<file path="src/rtl/seg7_scan_ctrl.sv">
// seg7_scan_ctrl: memory-mapped 4-digit multiplexed 7-segment scanner with PWM, blanking, dp and blink
module seg7_scan_ctrl #(
  parameter logic [14:0] BASE_ADDR  = 15'h0098,
  parameter logic [15:0] SCAN_DIV   = 16'd3125,
  parameter int          BLINK_LOG2 = 6
) (
  input  logic        mclk,
  input  logic        puc_rst,
  input  logic [13:0] per_addr,
  input  logic [15:0] per_din,
  input  logic        per_en,
  input  logic [1:0]  per_we,
  output logic [15:0] per_dout,
  output logic [3:0]  seg_sel,
  output logic [7:0]  seg_hex
);
  localparam logic [7:0] HEX [16] = '{8'hC0, 8'hF9, 8'hA4, 8'hB0, 8'h99, 8'h92, 8'h82, 8'hF8,
                                      8'h80, 8'h90, 8'h88, 8'h83, 8'hC6, 8'hA1, 8'h86, 8'h8E};
  logic        sel, en, tick, wrap, lit;
  logic [1:0]  ra, idx;
  logic [3:0]  phase;
  logic [15:0] wm, data, ctrl, raw01, raw23, sh_data, sh_raw01, sh_raw23, scan_cnt;
  logic [BLINK_LOG2-1:0] frame_cnt;
  logic [7:0]  raw_byte, base_pat, pattern;
  logic [3:0]  dp, den, bright;
  assign sel    = per_en & (per_addr[13:2] == BASE_ADDR[14:3]);
  assign ra     = per_addr[1:0];
  assign wm     = {{8{sel & per_we[1]}}, {8{sel & per_we[0]}}};
  assign en     = ctrl[0];
  assign dp     = ctrl[7:4];
  assign den    = ctrl[11:8];
  assign bright = ctrl[15:12];
  assign tick   = scan_cnt == SCAN_DIV - 16'd1;
  assign wrap   = en & tick & (phase == 4'hF) & (idx == 2'd3);
  always_comb begin
    per_dout = (sel & (per_we == 2'b00)) ?
               (ra == 2'd0 ? data : ra == 2'd1 ? ctrl : ra == 2'd2 ? raw01 : raw23) : 16'h0000;
    raw_byte = idx[1] ? (idx[0] ? sh_raw23[15:8] : sh_raw23[7:0])
                      : (idx[0] ? sh_raw01[15:8] : sh_raw01[7:0]);
    base_pat = ctrl[1] ? raw_byte : HEX[sh_data[{idx, 2'b00} +: 4]];
    pattern  = {base_pat[7] & ~dp[idx], base_pat[6:0]};
    lit      = en & den[idx] & (phase <= bright) & ~(ctrl[2] & frame_cnt[BLINK_LOG2-1]);
  end
  always_ff @(posedge mclk) begin
    if (puc_rst) begin
      data  <= 16'h0000;
      ctrl  <= 16'hFF01;
      raw01 <= 16'hFFFF;
      raw23 <= 16'hFFFF;
    end else begin
      if (ra == 2'd0) data  <= (data  & ~wm) | (per_din & wm);
      if (ra == 2'd1) ctrl  <= ((ctrl & ~wm) | (per_din & wm)) & 16'hFFF7;
      if (ra == 2'd2) raw01 <= (raw01 & ~wm) | (per_din & wm);
      if (ra == 2'd3) raw23 <= (raw23 & ~wm) | (per_din & wm);
    end
  end
  // shadows decouple display from bus writes so a frame never tears
  always_ff @(posedge mclk) begin
    if (puc_rst) begin
      sh_data  <= 16'h0000;
      sh_raw01 <= 16'hFFFF;
      sh_raw23 <= 16'hFFFF;
    end else if (wrap | ~en) begin
      sh_data  <= data;
      sh_raw01 <= raw01;
      sh_raw23 <= raw23;
    end
  end
  always_ff @(posedge mclk) begin
    if (puc_rst | ~en) begin
      scan_cnt  <= 16'd0;
      phase     <= 4'd0;
      idx       <= 2'd0;
      frame_cnt <= '0;
    end else begin
      scan_cnt <= tick ? 16'd0 : scan_cnt + 16'd1;
      if (tick) phase <= phase + 4'd1;
      if (tick & (phase == 4'hF)) idx <= idx + 2'd1;
      if (wrap) frame_cnt <= frame_cnt + 1'b1;
    end
  end
  always_ff @(posedge mclk) begin
    if (puc_rst) begin
      seg_sel <= 4'hF;
      seg_hex <= 8'hFF;
    end else begin
      seg_sel <= lit ? ~(4'b0001 << idx) : 4'hF;
      seg_hex <= lit ? pattern : 8'hFF;
    end
  end
endmodule

</file>
<file path="config.mk">
export PLATFORM = sky130hd
export DESIGN_NAME = seg7_scan_ctrl
export DESIGN_NICKNAME = d
export VERILOG_FILES = /design/src/rtl/seg7_scan_ctrl.sv
export SDC_FILE = /design/constraint.sdc
export NUM_CORES = 1
export LEC_CHECK = 0
export CAP_MARGIN = 40
export CORE_ASPECT_RATIO = 0.8
export CORE_MARGIN = 1.5
export CORE_UTILIZATION = 45
export CTS_CLUSTER_SIZE = 12
export DETAILED_ROUTE_END_ITERATION = 10
export PLACE_DENSITY = 0.72
export REMOVE_ABC_BUFFERS = 1
export SYNTH_ARGS = -nofsm -noshare
export SYNTH_HDL_FRONTEND = slang
export SYNTH_SLANG_ARGS = --single-unit
</file>
<file path="constraint.sdc">
create_clock -name mclk -period 2.55 [get_ports mclk]
set_input_delay 0.51 -clock mclk [delete_from_list [all_inputs] [get_ports mclk]]
set_output_delay 0.51 -clock mclk [all_outputs]
set_load 0.03 [all_outputs]
</file>
After elaboration in Yosys (flattened, before gate mapping)
Memory sizes are Yosys's and may differ from the RTL's.
Cells that the tools add are included.
- latch bits: 0
- memories: 1
- register bits after elaboration: 151
- ROM bits: 128
- bits in writable memories: 0
- output and inout port bits: 28
- reductions and logical operators: 4
- multiplexer cells: 14
- order comparisons: 3
- bitwise gates (word level): 31
- add/sub/neg operators: 4
- $mul: 0
- equality and inequality tests: 7
- divide/modulo/power cells: 0
- shifts and indexed selects: 2
- memories (memory ; words ; bits a word ; read ports ; clocked after Yosys merged registers in ; write ports ; RTL line ; source):
    (no name shown) ; 16 ; 8 ; 1 ; 0 ; 0 ; 40 ; base_pat = ctrl[1] ? raw_byte : HEX[sh_data[{idx, 2'b00} +: 4]];
- operators by type and width (operator ; number):
    16-bit AND ; 5
    16-bit 2-to-1 mux ; 4
    16-bit OR ; 4
    8-bit 2-to-1 mux ; 6
    16-bit by 1-bit adder with 16-bit output, second input constant ; 1
    16-bit by 12-bit == test with 1-bit output, second input constant ; 1
    16-bit NOT ; 1
    16-bit by 5-bit indexed part select with 4-bit output ; 1
    1-bit AND ; 13
    12-bit by 5-bit == test with 1-bit output, second input constant ; 1
    6-bit by 1-bit adder with 6-bit output, second input constant ; 1
    2-bit == test, second input constant ; 3
    5-bit greater-or-equal comparator, second input constant ; 1
    4-bit NOT with 5-bit output ; 1
    4-bit by 1-bit adder with 4-bit output, second input constant ; 1
    1-bit binary-select mux with 2-bit select ; 2
    4-bit == test, second input constant ; 1
    4-bit less-or-equal comparator ; 1
    2-bit logical NOT ; 2
    1-bit NOT ; 4
    4-bit NOT ; 1
    2-bit OR reduction ; 2
    1-bit by 2-bit left shift with 4-bit output, first input constant ; 1
    2-bit by 3-bit < comparator with 1-bit output, second input constant ; 1
    other kinds (4) ; 6

Longest topological paths before layout
Gate-level depths: netlist of the first run.
- depth after elaboration: 7
- depth in mapped cells: 9

Worst setup path before layout of the first run
Ideal clock, no wire load.
- path kind: input to output
- start point: input per_addr[9]
- end point: output per_dout[3]
- required time: 2.040 ns
- setup slack: 0.063 ns
- data arrival time: 1.977 ns
- stages on the path: 7
- path through: nor4b_1 -> and4b_1 -> clkbuf_2 -> buf_2 -> clkbuf_1 -> nand2_1 -> nor2_1
- word-level cells in the longest chain between the ends: 4
- RTL lines (element ; RTL line ; source):
    from (decl) ; 9 ; input logic [13:0] per_addr,
    12-bit by 5-bit == test with 1-bit output ; 26 ; assign sel = per_en & (per_addr[13:2] == BASE_ADDR[14:3]);
    1-bit AND ; 26 ;
    1-bit AND ; 36 ; per_dout = (sel & (per_we == 2'b00)) ?
    16-bit 2-to-1 mux ; 36 ;
    to (decl) ; 13 ; output logic [15:0] per_dout,
No other way between the ends.

Worst setup path in the final report of the first run
- start point: input per_en
- end point: output per_dout[0]
- word-level cells in the longest chain between the ends: 3
- RTL lines (element ; RTL line ; source):
    from (decl) ; 11 ; input logic per_en,
    1-bit AND ; 26 ;
    1-bit AND ; 36 ;
    16-bit 2-to-1 mux ; 36 ;
No other way between the ends.

==> results of run 1 <==
==> power breakdown <==
group | internal (uW) | leakage (uW) | total, uW | switching, uW
Clock | 1700 | 0.000311 | 2740 | 1040
Sequential | 2370 | 0.00122 | 2380 | 6.78
Combinational | 120 | 0.00202 | 247 | 128
==> cells by family (layout without fill, tap and decap cells) <==
group | after synthesis | after routing
XOR/XNOR | 22 | 22
adder cells (fa/ha/maj) | 18 | 18
AND/OR/NAND/NOR | 319 | 319
buffers and inverters | 86 | 182
multiplexers | 64 | 64
flip-flops | 151 | 151
AO/OA/AOI/OAI | 94 | 94
==> worst max-delay path, delay by kind of cell <==
| kind | cells | cell delay [ns] |
|---|---|---|
| buffers and inverters | 4 | 0.83 |
| and+or+nand+nor | 3 | 0.63 |
==> layout by cell type, fill, tap and decap left out, drive strengths merged, types with 4 or more instances in the layout <==
cell	instances
dfxtp	151
o21ai	7
buf	69
inv	38
bufinv	4
clkbuf	19
a211oi	5
clkdlybuf4s50	37
nor3	63
mux4	26
xnor2	14
ha	18
a211o	46
and3	17
clkinv	4
nor2b	4
a21oi	22
mux2i	34
nand2	62
xor2	8
mux2	4
nand4	10
dlygate4sd2	4
nor2	129
nand3	19
==> repair_timing <==
| action | CTS | global route |
|---|---|---|
| hold buffers | 0 | 0 |
| endpoints found under the hold margin | 0 | 0 |
| gates resized for setup | 72 | 25 |
| pin swaps | 3 | 4 |
| gates cloned | 1 | 0 |
| setup endpoints to repair | 15 | 14 |
| setup buffers | 4 | 0 |
==> per-layer routing <==
layer,GRT usage,routed length [um],vias up
li1,-,-,2817
met1,0.339,8350,2817
met2,0.343,7940,194
met3,0.0592,1560,14
met4,0.0488,149,0
met5,0,0,-
==> final cells by class <==
type / instances / area share
flip-flops and latches: 151 / 0.344
repair buffers: 115 / 0.128
inverters: 35 / 0.0149
well taps: 189 / 0.0269
clock buffers: 19 / 0.0515
multi-input cells: 517 / 0.412
clock inverters: 13 / 0.0219
==> path summary, 6_finish.rpt <==
path                              end                     start  slack [ns]  depth (start not counted)
max                       per_dout[0]                    per_en        0.07                          7
min          sh_data[13]$_SDFFE_PP0P_  sh_data[13]$_SDFFE_PP0P_        0.45                          2
max reg2reg     seg_hex[3]$_SDFF_PP1_       idx[0]$_SDFFE_PP0P_        0.33                         10
min reg2reg  sh_data[13]$_SDFFE_PP0P_  sh_data[13]$_SDFFE_PP0P_        0.45                          2
==> per-stage QoR <==
step                      power, uW  worst slack (ns)
final                          5360            0.0652
after global routing           5510          -0.00767
after CTS                      5390            0.0426
after detailed placement       2660            -0.477
after global placement         2660            -0.470
after floorplan                2500            -0.988
==> flow_summary.yaml, run 1 <==
status:
  status: "finished, final reports clean"
timing:
  tightestPinTransition_ns: 0.509
  hold_ws_ns: 0.454
  fmax_ghz: 0.402
  slew_headroom: 0.660
  post-route-period-util: 0.974
  grt_setup_unrepaired: "yes"
  finalSetupTns_ns: 0
  skew_ns: 0.0102
  slew_violations: 0
  period_needed_ns: 2.48
  final-hold-violation-count: 0
  setup_viol: 0
worst_setup_path:
  required_ns: 2.04
  path_cells: "clkdlybuf4s50_1 > nor4b_2 > and4b_1 > buf_4 > buf_6 > and3_4 > buf_12"
  cp.arrival_ns: 1.97
  path_class: "input pin to output port"
  crit_path_max_fanout: 4
  cp_slowest_cell: "clkdlybuf4s50_1"
  critPathLaunchType: "input pin"
  end_kind: "output port"
  slowest_delay_ns: 0.45
global_routing:
  overflow: 0
  grt_usage: 0.231
  grt_antenna_before_repair: 0
  grt_pass1_vias: 5252
  grt_pass1_wl_um: 28400
  grt_max_degree: 119
detailed_routing:
  routed_wl_um: 18000
  wl_per_cell_um: 17.3
  dr.pass1.iters: 5
  viasPerCell: 5.62
  route.detailed.drc: 0
  final_antenna_net_count: 0
  drtIter0Drc: 548
  vias: 5842
cells_and_area:
  seq_area_um2: 3020
  num_antenna_cells: 0
  post-route-util: 0.585
  fillers: 1299
  multiInputGateArea_um2: 3620
  final_nets: 890
  area_growth_pct: 27.0
  finish.instance_area_um2: 8790
  final_layout_size_suffix_gt1_frac: 0.176
  final_cell_count_no_fill: 1039
synthesis:
  synth_mux_area_frac: 0.141
  synth_top_cell_by_area: "dfxtp_1"
  synth-edff-count: 0
  syn_area_um2: 6920
  ys_warn_count: 0
  yosysMostFrequentCell: "dfxtp_1"
  synthAdderAreaFrac: 0.0325
  synth-seq-cells: 151
  yosysSeqAreaShare: 0.437
  ys_top_cells_by_area: "dfxtp_1 44%, mux4_2 8.5%, nor2_1 7.0%"
  synthCells: 754
  synth_top_family_by_area: "simple AND/OR/NAND/NOR gates"
  ys_top_cells_by_count: "151 x dfxtp_1, 129 x nor2_1, 62 x nand2_1, 62 x nor3_1, 46 x a211o_1"
  async_flop_share: 0
  synth_compound_area_frac: 0.102
  synthXorXnorAreaFrac: 0.0278
  synth_top_area_share: 0.437
  ys.flop_type: "dfxtp_1"
  yosys.area_share.simple: 0.211
  avgSynthCellArea_um2: 9.18
  synth_cell_types: 43
clock_tree:
  h-tree-depth: 4
  clock-root-buffer: "clkbuf_16"
  clk_latency_ns: 0.43
  clockBufferDepth: 2
  cts_tree: "built"
  clock_sinks: 151
  numCtsBuffers: 17
  path_clk_slew_ns: 0.06
floorplanning:
  row_count: 40
  start_util: 0.461
  core_um2: 15000
  dieArea_um2: 16100
  num_io_pins: 63
  die_w_um: 142
  chipHeight_um: 114
job:
  drv_cap: 0
power:
  cellLeakagePower_uw: 0.00355
  peakVddDrop_mv: 0.516
  powerDensity_nw_per_um2: 610
placement:
  dp_hpwl_um: 12200
  dp_cells: 1003
  gp_routability_congestion: 0.832
  io_buffer_count: 62
  place_area_um2: 8010
hold_path:
  hold_class: "register to register"
Note: power is estimated with default switching activity, not from simulation.
==> inputs of run 2 (changes only) <==
--- a/config.mk
+++ b/config.mk
@@ -8,10 +8,10 @@
 export CAP_MARGIN = 40
 export CORE_ASPECT_RATIO = 0.8
 export CORE_MARGIN = 1.5
-export CORE_UTILIZATION = 45
+export CORE_UTILIZATION = 50
 export CTS_CLUSTER_SIZE = 12
 export DETAILED_ROUTE_END_ITERATION = 10
-export PLACE_DENSITY = 0.72
+export PLACE_DENSITY = 0.68
 export REMOVE_ABC_BUFFERS = 1
 export SYNTH_ARGS = -nofsm -noshare
 export SYNTH_HDL_FRONTEND = slang
==> flow_summary.yaml, run 2 (same netlist as run 1, synthesis figures left out) <==
worst_setup_path:
  slowest_delay_ns: 0.41
  cp.arrival_ns: 1.97
  path_cells: "clkdlybuf4s50_1 > nor3_2 > and4b_2 > buf_6 > buf_8 > nand2_1 > nor2_1 > buf_4"
  cp_slowest_cell: "clkdlybuf4s50_1"
  end_kind: "output port"
  crit_path_max_fanout: 5
  path_class: "input pin to output port"
  required_ns: 2.04
  critPathLaunchType: "input pin"
  critPathBufInv: 4
  critPathTopFamily: "buffers and inverters"
clock_tree:
  clock-root-buffer: "clkbuf_16"
  clockBufferDepth: 2
  h-tree-depth: 4
  cts_tree: "built"
  numCtsBuffers: 17
  clock_sinks: 151
  path_clk_slew_ns: 0.06
  clk_latency_ns: 0.43
timing:
  final-hold-violation-count: 0
  skew_ns: 0.00890
  finalSetupTns_ns: 0
  worst_slack_ns: 0.0667
  fmax_ghz: 0.403
  grt_setup_unrepaired: "no"
  post-route-period-util: 0.974
  setup_viol: 0
  hold_ws_ns: 0.455
  slew_violations: 0
  slew_headroom: 0.654
  period_needed_ns: 2.48
  tightestPinTransition_ns: 0.520
cells_and_area:
  area_growth_pct: 25.1
  final_common_cell: "dfxtp_1"
  fillers: 1095
  layout_common_cells: "151 x dfxtp_1, 129 x nor2_1, 62 x nand2_1, 61 x nor3_1, 50 x buf_4"
  final_nets: 887
  final_cell_count_no_fill: 1026
  num_antenna_cells: 0
  final_layout_size_suffix_gt1_frac: 0.165
global_routing:
  grt_pass1_vias: 5766
  grt_pass1_wl_um: 29500
  overflow: 0
  grt_antenna_before_repair: 0
  grt_max_degree: 117
  grt_usage: 0.268
placement:
  dp_cells: 989
  dp_hpwl_um: 12600
  gp_routability_congestion: 0.860
  place_ws_ns: -0.500
  io_buffer_count: 62
detailed_routing:
  routed_wl_um: 18500
  wl_per_cell_um: 18.1
  vias: 5923
  final_antenna_net_count: 0
  drtIter0Drc: 423
  route.detailed.drc: 0
  viasPerCell: 5.77
  dr.pass1.iters: 5
power:
  peakVddDrop_mv: 0.520
  p_total_uw: 5230
  powerDensity_nw_per_um2: 604
  cellLeakagePower_uw: 0.00354
status:
  status: "finished, final reports clean"
floorplanning:
  num_io_pins: 63
  core_um2: 13600
  row_count: 38
  dieArea_um2: 14600
  die_w_um: 135
  chipHeight_um: 108
  start_util: 0.511
hold_path:
  hold_class: "register to register"
job:
  drv_cap: 0
## run 2: cell types whose count changed in the layout (fill, tap and decap cells not counted), sizes merged
cell / delta
bufinv: -1
dlymetal6s2s: +2
clkinv: -1
clkbuf: +5
clkdlybuf4s15: -1
buf: -3
clkdlybuf4s50: -2
inv: -3
## run 2: worst paths after layout
check	start	endpoint	slack [ns]	cells past startpoint
worst max-delay path	per_addr[10]	per_dout[3]	0.07	8
worst min-delay path	sh_data[9]$_SDFFE_PP0P_	sh_data[9]$_SDFFE_PP0P_	0.46	2
worst max register to register	idx[0]$_SDFFE_PP0P_	seg_hex[3]$_SDFF_PP1_	0.36	9
worst min register to register	sh_data[9]$_SDFFE_PP0P_	sh_data[9]$_SDFFE_PP0P_	0.46	2
## run 2: area by class of cell
class | instances | area [um^2] | area share
Tap cell | 180 | 225 | 0.0260
Clock buffer | 23 | 488 | 0.0563
Inverter | 35 | 131 | 0.0152
Clock inverter | 8 | 120 | 0.0139
Sequential cell | 151 | 3020 | 0.349
Multi-Input combinational cell | 517 | 3600 | 0.416
Timing Repair Buffer | 112 | 1070 | 0.123
## run 2: power breakdown
group	switching (uW)	internal, uW	total [uW]
Sequential	6.95	2370	2380
Combinational	128	120	248
Clock	974	1630	2610
Total	1110	4120	5230
## run 2: repair_timing
item	4_1_cts	5_1_grt
setup buffers	4	0
hold buffers	0	0
pin swaps	4	5
cloned	2	0
gates resized for setup	63	8
endpoints found under the setup margin	16	16
## run 2: metal layers
layer	part of all wire	track usage
met3	0.066	0.0722
met5	0	0
met1	0.46	0.358
met2	0.46	0.424
met4	0.018	0.0883
## run 2: through the flow
stage / cell area, um^2 / util
after floorplan: 6720 / -
after global placement: 7960 / 0.588
after detailed placement: 7970 / 0.588
after CTS: 8640 / 0.638
after global routing: 8660 / 0.639
final: 8660 / 0.639
## run 2: worst reg2reg max path, stage by stage, from the launching register on
cell and delay, ns:
dfxtp_1 0.43, buf_4 0.21, mux2_2 0.33, o21ai_0 0.15, buf_4 0.18, inv_1 0.09
ha_1 0.25, a211oi_1 0.23, a211o_1 0.14, nand3_1 0.07
